File: src/rtl/freq_meter_pkg.sv
// Shared types for the frequency meter datapath: measurement modes and
// the one-hot state encoding used by the period meter FSM.
package freq_meter_pkg;

    typedef enum logic [1:0] {
        MODE_HIGH   = 2'd0,
        MODE_LOW    = 2'd1,
        MODE_PERIOD = 2'd2,
        MODE_RSVD   = 2'd3
    } meas_mode_t;

    typedef enum logic [4:0] {
        ST_IDLE      = 5'b00001,
        ST_ARM       = 5'b00010,
        ST_WAIT_EDGE = 5'b00100,
        ST_MEASURE   = 5'b01000,
        ST_DONE      = 5'b10000
    } state_t;

    // The reserved encoding behaves as a full-period measurement.
    function automatic meas_mode_t norm_mode(input logic [1:0] m);
        return (m == 2'd3) ? MODE_PERIOD : meas_mode_t'(m);
    endfunction

endpackage

File: src/rtl/wave_sync_edge.sv
// Brings the asynchronous wave into the clk domain and flags its edges.
// rise/fall are combinational against the one-cycle-delayed synced level.
module wave_sync_edge #(
    parameter int SYNC_STAGES = 2
) (
    input  logic clk,
    input  logic rst_n,
    input  logic wave,
    output logic ws,
    output logic rise,
    output logic fall
);

    logic [SYNC_STAGES-1:0] r_sync;
    logic                   r_ws_d;

    // Synchroniser chain plus one extra flop for edge detection.
    always_ff @(posedge clk or negedge rst_n) begin
        if (!rst_n) begin
            r_sync <= '0;
            r_ws_d <= 1'b0;
        end else begin
            r_sync <= {r_sync[SYNC_STAGES-2:0], wave};
            r_ws_d <= r_sync[SYNC_STAGES-1];
        end
    end

    assign ws   = r_sync[SYNC_STAGES-1];
    assign rise = ws & ~r_ws_d;
    assign fall = ~ws & r_ws_d;

endmodule

File: src/rtl/period_meter.sv
// Wave-timing counter: accumulates high time, low time or full period of
// the synced wave over nper pulses/periods, with saturation and timeout.
//
//  state      | meaning
//  IDLE       | waiting for start; results held
//  ARM        | waiting for the inactive level so a whole pulse is seen
//  WAIT_EDGE  | waiting for the opening edge of the next pulse/period
//  MEASURE    | counting; closing edge ends a pulse (period: each rise)
//  DONE       | one-cycle done pulse, then back to IDLE
module period_meter
    import freq_meter_pkg::*;
#(
    parameter int WIDTH       = 32,
    parameter int NPER_W      = 8,
    parameter int SYNC_STAGES = 2
) (
    input  logic              clk,
    input  logic              rst_n,
    input  logic              wave,
    input  logic              start,
    input  logic              abort,
    input  logic [1:0]        mode,
    input  logic [NPER_W-1:0] nper,
    input  logic [WIDTH-1:0]  timeout,
    output logic              busy,
    output logic              done,
    output logic [WIDTH-1:0]  val,
    output logic              ovf,
    output logic              tmo
);

    localparam logic [WIDTH-1:0] VAL_MAX = '1;

    state_t              r_state;
    meas_mode_t          r_mode;
    logic [NPER_W-1:0]   r_pulses_left;
    logic [WIDTH-1:0]    r_timeout;
    logic [WIDTH-1:0]    r_timer;
    logic [WIDTH-1:0]    r_val;
    logic                r_ovf;
    logic                r_tmo;
    logic                r_done;
    logic                r_busy;

    logic w_ws, w_rise, w_fall;
    logic w_period, w_open_edge, w_term_edge, w_inactive, w_level;
    logic w_last, w_tmo_hit, w_count_en;

    wave_sync_edge #(
        .SYNC_STAGES(SYNC_STAGES)
    ) u_sync (
        .clk  (clk),
        .rst_n(rst_n),
        .wave (wave),
        .ws   (w_ws),
        .rise (w_rise),
        .fall (w_fall)
    );

    assign w_period    = (r_mode == MODE_PERIOD);
    assign w_open_edge = (r_mode == MODE_LOW) ? w_fall : w_rise;
    assign w_term_edge = (r_mode == MODE_HIGH) ? w_fall : w_rise;
    assign w_inactive  = (r_mode == MODE_LOW) ? w_ws : ~w_ws;
    assign w_level     = (r_mode == MODE_LOW) ? ~w_ws : w_ws;
    assign w_last      = (r_pulses_left == NPER_W'(1));
    // Timer holds the number of cycles elapsed before this edge; the edge
    // that would make it equal to timeout is the one that ends the run.
    assign w_tmo_hit   = (r_timeout != '0) && ((r_timer + WIDTH'(1)) == r_timeout);

    // Decide whether the current cycle contributes to the accumulated count.
    always_comb begin
        w_count_en = 1'b0;
        if (!abort) begin
            case (r_state)
                ST_WAIT_EDGE: w_count_en = w_open_edge;
                ST_MEASURE:   w_count_en = w_period ? !(w_rise && w_last) : w_level;
                default:      w_count_en = 1'b0;
            endcase
        end
    end

    // Measurement FSM with saturating accumulator, pulse counter and timer.
    always_ff @(posedge clk or negedge rst_n) begin
        if (!rst_n) begin
            r_state       <= ST_IDLE;
            r_mode        <= MODE_HIGH;
            r_pulses_left <= '0;
            r_timeout     <= '0;
            r_timer       <= '0;
            r_val         <= '0;
            r_ovf         <= 1'b0;
            r_tmo         <= 1'b0;
            r_done        <= 1'b0;
            r_busy        <= 1'b0;
        end else begin
            r_done <= 1'b0;
            if (w_count_en) begin
                if (r_val == VAL_MAX) r_ovf <= 1'b1;
                else                  r_val <= r_val + WIDTH'(1);
            end
            if (r_state != ST_IDLE && r_timer != VAL_MAX) r_timer <= r_timer + WIDTH'(1);

            if (abort) begin
                r_state <= ST_IDLE;
                r_busy  <= 1'b0;
            end else begin
                case (r_state)
                    ST_IDLE: begin
                        if (start) begin
                            r_mode        <= norm_mode(mode);
                            r_pulses_left <= (nper == '0) ? NPER_W'(1) : nper;
                            r_timeout     <= timeout;
                            r_timer       <= '0;
                            r_val         <= '0;
                            r_ovf         <= 1'b0;
                            r_tmo         <= 1'b0;
                            r_busy        <= 1'b1;
                            r_state       <= ST_ARM;
                        end
                    end
                    ST_ARM: begin
                        if (w_tmo_hit) begin
                            r_tmo   <= 1'b1;
                            r_done  <= 1'b1;
                            r_state <= ST_DONE;
                        end else if (w_inactive) begin
                            r_state <= ST_WAIT_EDGE;
                        end
                    end
                    ST_WAIT_EDGE: begin
                        if (w_tmo_hit) begin
                            r_tmo   <= 1'b1;
                            r_done  <= 1'b1;
                            r_state <= ST_DONE;
                        end else if (w_open_edge) begin
                            r_state <= ST_MEASURE;
                        end
                    end
                    ST_MEASURE: begin
                        if (w_term_edge && w_last) begin
                            r_done  <= 1'b1;
                            r_state <= ST_DONE;
                        end else if (w_tmo_hit) begin
                            r_tmo   <= 1'b1;
                            r_done  <= 1'b1;
                            r_state <= ST_DONE;
                        end else if (w_term_edge) begin
                            r_pulses_left <= r_pulses_left - NPER_W'(1);
                            if (!w_period) r_state <= ST_WAIT_EDGE;
                        end
                    end
                    ST_DONE: begin
                        r_state <= ST_IDLE;
                        r_busy  <= 1'b0;
                    end
                    default: begin
                        r_state <= ST_IDLE;
                        r_busy  <= 1'b0;
                    end
                endcase
            end
        end
    end

    assign busy = r_busy;
    assign done = r_done;
    assign val  = r_val;
    assign ovf  = r_ovf;
    assign tmo  = r_tmo;

endmodule

File: config.mk
export PLATFORM = sky130hd
export DESIGN_NAME = period_meter
export DESIGN_NICKNAME = d
export VERILOG_FILES = /design/src/rtl/freq_meter_pkg.sv /design/src/rtl/wave_sync_edge.sv /design/src/rtl/period_meter.sv
export SDC_FILE = /design/constraint.sdc
export NUM_CORES = 1
export LEC_CHECK = 0
export CORE_UTILIZATION = 52
export CTS_BUF_LIST = sky130_fd_sc_hd__clkbuf_16
export CTS_CLUSTER_DIAMETER = 100
export DETAILED_ROUTE_END_ITERATION = 8
export PLACE_DENSITY = 0.78
export SLEW_MARGIN = 20
export SYNTH_ARGS = -nofsm -noshare
export SYNTH_HDL_FRONTEND = slang
export SYNTH_SLANG_ARGS = --single-unit
File: constraint.sdc
create_clock -name clk -period 3.1 [get_ports clk]
set_input_delay 0.465 -clock clk [delete_from_list [all_inputs] [get_ports clk]]
set_output_delay 0.465 -clock clk [all_outputs]
set_load 0.02 [all_outputs]
---- After elaboration in Yosys (flattened, before gate mapping) ----
Cells that the tools add are included.
W data, S select, Z words.
word-level totals
  register bits after elaboration ......... 118
  input bits .............................. 47
  output and inout port bits .............. 36
  logic and storage cells ................. 109
operators by class
  add/sub/neg operators ................... 3
  eq/ne operators ......................... 22
  muxes and demuxes ....................... 50
  bitwise logic cells ..................... 5
  reduce and logical (&&, ||, !) cells .... 17
operators by type and width
  operator                 count
  $mux W32                 9
  $add A32 B1 Y32 const B  2
  $mux W5                  10
  $mux W8                  5
  $eq A32 B32 Y1           1
  $eq A32 B32 Y1 const B   1
  $ne A32 B32 Y1 const B   1
  $reduce_bool A32 Y1      1
  $pmux W5 S4              1
  $mux W1                  19
  $pmux W8 S2              1
  $ne A5 B5 Y1 const B     2
  $eq A8 B1 Y1 const B     1
  $logic_not A8 Y1         1
  $ne A2 B2 Y1 const B     4
  $ne A4 B4 Y1 const B     2
  $sub A8 B1 Y8 const B    1
  $pmux W1 S2              3
  $reduce_and A6 Y1        1
  $eq A5 B1 Y1 const B     1
  $eq A5 B2 Y1 const B     1
  $eq A5 B3 Y1 const B     1
  $eq A5 B4 Y1 const B     1
  $ne A5 B1 Y1 const B     1
  other kinds (19)         26

---- Depth between registers and ports, before layout ----
  depth after elaboration ................. 11
  depth in mapped cells ................... 12
  mapped depth without buffers ............ 10

---- Hierarchy ----
From an unflattened synthesis, not the netlist that was laid out.
second synthesis, totals
  cells, all modules ...................... 797
  area total of the unflattened synthesis .. 6861.6 um2
modules (own cells, without submodules)
  module          times used  cells an instance  area each (um2)  sequential area each (um2)
  period_meter    1           792                6771.5           2879.0
  wave_sync_edge  1           5                  90.1             75.1

---- Worst setup path before layout ----
Ideal clock, no wire load.
  kind .................................... register to register
  start ................................... register r_timer[0]
  end ..................................... register r_pulses_left[0]
  setup time .............................. 0.128 ns
  data arrival time ....................... 3.048 ns
  required time ........................... 2.972 ns
  slack ................................... -0.076 ns
  stages on the path, launching flop included .. 13
  path buffers ............................ 3
  period minus slack after synthesis ...... 3.176 ns
  cell sequence ........................... dfrtp_1 > ha_1 > nand4_2 > or3_1 > buf_6 > or4_4 > a2111oi_4 > o211a_1 > and4_4 > buf_8 > buf_12 > o32a_1 > o21ai_1
on the way
  cells in the longest elaborated chain, start to end .. 5
ends and longest elaborated chain
  what                         RTL line             RTL
  start, declared              period_meter.sv:38   logic [WIDTH-1:0] r_timer;
  start signal, assigned       period_meter.sv:101  if (r_state != ST_IDLE && r_timer != VAL_MAX) r_timer <= r_timer + WIDTH'(1);
  $add A32 B1 Y32              period_meter.sv:68   assign w_tmo_hit = (r_timeout != '0) && ((r_timer + WIDTH'(1)) == r_timeout);
  $eq A32 B32 Y1               period_meter.sv:68
  $logic_and A1 B1 Y1          period_meter.sv:68
  $ne A2 B2 Y1 (no line)       --
  $reduce_and A6 Y1 (no line)  --
  end signal, assigned         period_meter.sv:111  r_pulses_left <= (nper == '0) ? NPER_W'(1) : nper;
  end signal, assigned         period_meter.sv:148  r_pulses_left <= r_pulses_left - NPER_W'(1);
  end, declared                period_meter.sv:36   logic [NPER_W-1:0] r_pulses_left;
No other way between the ends.
A chain may end at the register's enable or synchronous reset.

---- Worst setup path after layout ----
  start ................................... register r_timer[2]
  end ..................................... register r_state[4]
on the way
  cells in the longest elaborated chain, start to end .. 7
  elaborated cells between the ends (all ways) .. 14
  those cells by class .................... 1 x add/sub; 5 x eq/ne; 6 x mux; 2 x reduce/logical
ends and longest elaborated chain
  what                     RTL line             RTL
  $add A32 B1 Y32 (*)      period_meter.sv:68
  $eq A32 B32 Y1 (*)       period_meter.sv:68
  $logic_and A1 B1 Y1 (*)  period_meter.sv:68
  $mux W5                  period_meter.sv:143  end else if (w_tmo_hit) begin
  $mux W5                  period_meter.sv:140  if (w_term_edge && w_last) begin
  $pmux W5 S4              period_meter.sv:107  case (r_state)
  $mux W5                  period_meter.sv:103  if (abort) begin
  end signal, assigned     period_meter.sv:104  r_state <= ST_IDLE;
  end signal, assigned     period_meter.sv:142  r_state <= ST_DONE;
  end signal, assigned     period_meter.sv:146  r_state <= ST_DONE;
  end, declared            period_meter.sv:34   state_t r_state;
Mark *: on every way between the ends. The rest lies on a longest branch, timed or not.

==> impl_metrics.yaml <==
placed_design:
  dpl.hpwl_microns: 15100
  place_area_sq_um: 8728
  gp_congestion: 0.9707
  port_buffers: 82
clocking:
  numCtsBuffers: 17
  clk_pin_slew_ps: 60
  cts_root_buf: "clkbuf_16"
  clk_latency_ps: 430
  clock_sink_count: 118
  clockBufferDepth: 2
  htreeDepth: 4
  cts_tree: "done"
synth:
  synth.area.top_cells: "dfrtp_1 (39%), nand2_1 (7.5%), xor2_1 (6.0%), nor2_1 (5.8%), xnor2_1 (5.0%)"
  synth_edf_count: 0
  synth_compound_area_frac: 0.1110
  ys_ff_latch: 118
  yosysSeqAreaShare: 0.3946
  syn_inst: 890
  synth_cell_types: 77
  netlist_area_sq_um: 7487
  synth.top_cell.area_share: 0.3910
  synthMuxAreaShare: 0.004011
  synth-simple-area-share: 0.3322
  avgSynthCellArea_sq_um: 8.413
  synthFlopType: "dfrtp_1"
  yosysTopAreaCell: "dfrtp_1"
  yosys.area_share.adder: 0.006684
  yosys.cell_count.top_type: "nand2_1"
  synth_common_cells: "nand2_1 (150), dfrtp_1 (117), nor2_1 (115), xor2_1 (51), xnor2_1 (43)"
  synth-async-reset-ratio: 1.000
  syn_nets: 941
  ys_warn_count: 0
  synth_top_family_by_area: "simple AND/OR/NAND/NOR gates"
  synthXorXnorAreaFrac: 0.1100
floorplan:
  design.die.area_sq_um: 14880
  core-area_sq_um: 13990
  start_util: 0.5352
  die_x_microns: 122.0
  io_pins: 83
  rows: 43
  die_h_microns: 122.0
critical_path:
  critPathRequiredTime_ps: 3450
  rr_startpoint: "r_timer[2]"
  cp_max_fo: 6
  worstSetupPathType: "register to register"
  arrival_ps: 3330
  crit_start: "r_timer[2]"
  worstSetupEndpointType: "register"
  setup.worst_path.start_class: "register"
drt:
  via_count: 7168
  drt_iter0_drc: 697
  ant_nets: 0
  avgRoutedWirePerCell_microns: 17.76
  drc_errors: 0
  routed_wl_microns: 21170
  drtPass1Iterations: 5
  via_per_inst: 6.013
finish:
  area_delta_synth_final_pct: 26.55
  post-route-cell-area_sq_um: 9475
  drive_above_1_share: 0.1383
  diodes: 0
  fin_nets: 1050
pwr:
  vdd_drop_max_v: 0.0004359
  power_mw: 5.115
  power_density_nw_per_um2: 539.8
  leakagePower_nw: 3.988
timing:
  fin_crit_ps: 2986
  fmax_ghz: 0.3349
  finalHoldViolations: 0
  rsz0062_at_grt: "yes"
  tightest_slew_ps: 897.5
  final-setup-viol-count: 0
  slew_headroom: 0.3940
  fin_skew_ps: 6.622
  fin_crit_sh: 0.9631
  finalMaxSlewViolations: 0
hold_path:
  hold_path.class: "input port to asynchronous set/reset pin"
run:
  cap_violations: 0
global_route:
  grt_pass1_wl_microns: 34290
  grt.total_usage: 0.2984
  gr-total-overflow: 0
  antenna_found_initial: 0
  grt_max_degree: 87
  first_global_vias: 6817
outcome:
  status: "complete, no violations"
[stage by stage]
step	utilization	worst slack [ps]	hold slack [ps]	cells	setup TNS, ps
floorplan	-	56.94	169.4	890	0
global placement	0.6240	43.30	337.6	1154	0
detailed placement	0.6240	-73.40	358.8	1154	-83.75
CTS	0.6675	6.342	113.7	1188	0
global route	0.6774	-26.08	143.5	1192	-26.08
finish	0.6774	114.4	79.18	1192	0
[routing by layer]
| metal | up-vias | global-route usage | routed length [microns] |
|---|---|---|---|
| met5 | - | 0 | 0 |
| met4 | 0 | 0.09414 | 535 |
| met3 | 48 | 0.07210 | 1647 |
| met2 | 284 | 0.4869 | 10100 |
| met1 | 3434 | 0.3889 | 8887 |
| li1 | 3402 | - | - |
[critical path, cell delays in order, from the launching register on]
cell and delay [ps]:
dfrtp_1 480, buf_4 190, and4_2 290, nand2_1 110, xnor2_1 240, or4_4 480
nor4_4 270, nand4b_1 110, or4_4 520, a211oi_2 220
[worst paths after layout]
check,endpoint,slack [ps],depth (start not counted)
max,r_state[4],110,9
max reg2reg,r_state[4],110,9
min reg2reg,u_sync.r_sync[1],380,0
min in group clk,u_sync.r_sync[1],380,0
max in group asynchronous,r_state[0],2280,2
min,r_timer[21],80,1
[kinds of logic after synthesis]
family	Yosys count
and+or+nand+nor	489
DFF	118
AOI/OAI and AO/OA	116
xor gates and xnor gates	94
buffers and inverters	66
adders and majority gates	4
muxes	3
[cell type report]
type	count	area, sq um
Clock buffer	17	425.4
Clock inverter	15	152.6
Fill cell	1146	4513
Inverter	12	45.04
Multi-Input combinational cell	709	4378
Sequential cell	118	2963
Tap cell	180	225.2
Timing Repair Buffer	141	1286
[where the power goes]
part	switching [mW]	internal, mW	leakage [nW]
sequential	0.238	1.72	1.55
combinational	0.671	0.541	2.16
clock	0.760	1.18	0.276
[timing repair]
| action | CTS | global route |
|---|---|---|
| endpoints found under the setup margin | 3 | 22 |
| pin swaps | 1 | 11 |
| hold buffers | 0 | 0 |
| gates cloned | 1 | 2 |
| gates resized for setup | 3 | 23 |
| buffers inserted | 1 | 2 |
[state kept, by name (all words and copies together) (netlist names), 2 cells and up]
register / cells
r_mode: 2
r_pulses_left: 8
r_state: 5
r_timeout: 32
r_timer: 32
u_sync.r_sync: 2
val: 32
[placed cells by master, fill, tap and decap left out, types with 6 or more instances in the layout]
cell / n
and2_1: 7
nand3b_1: 8
and3_1: 14
nor3_1: 24
clkbuf_16: 17
o41a_1: 6
nor2_1: 115
clkdlybuf4s50_1: 81
inv_1: 12
dfrtp_1: 110
or3_1: 15
nand2_1: 150
nor4_1: 22
o21ai_0: 25
a31oi_1: 7
nand3_1: 33
dfrtp_2: 7
xor2_1: 51
a21oi_1: 26
xnor2_1: 42
nand4_1: 39
and4_1: 14
buf_4: 58
No activity file was read; power rests on OpenSTA's default activity.
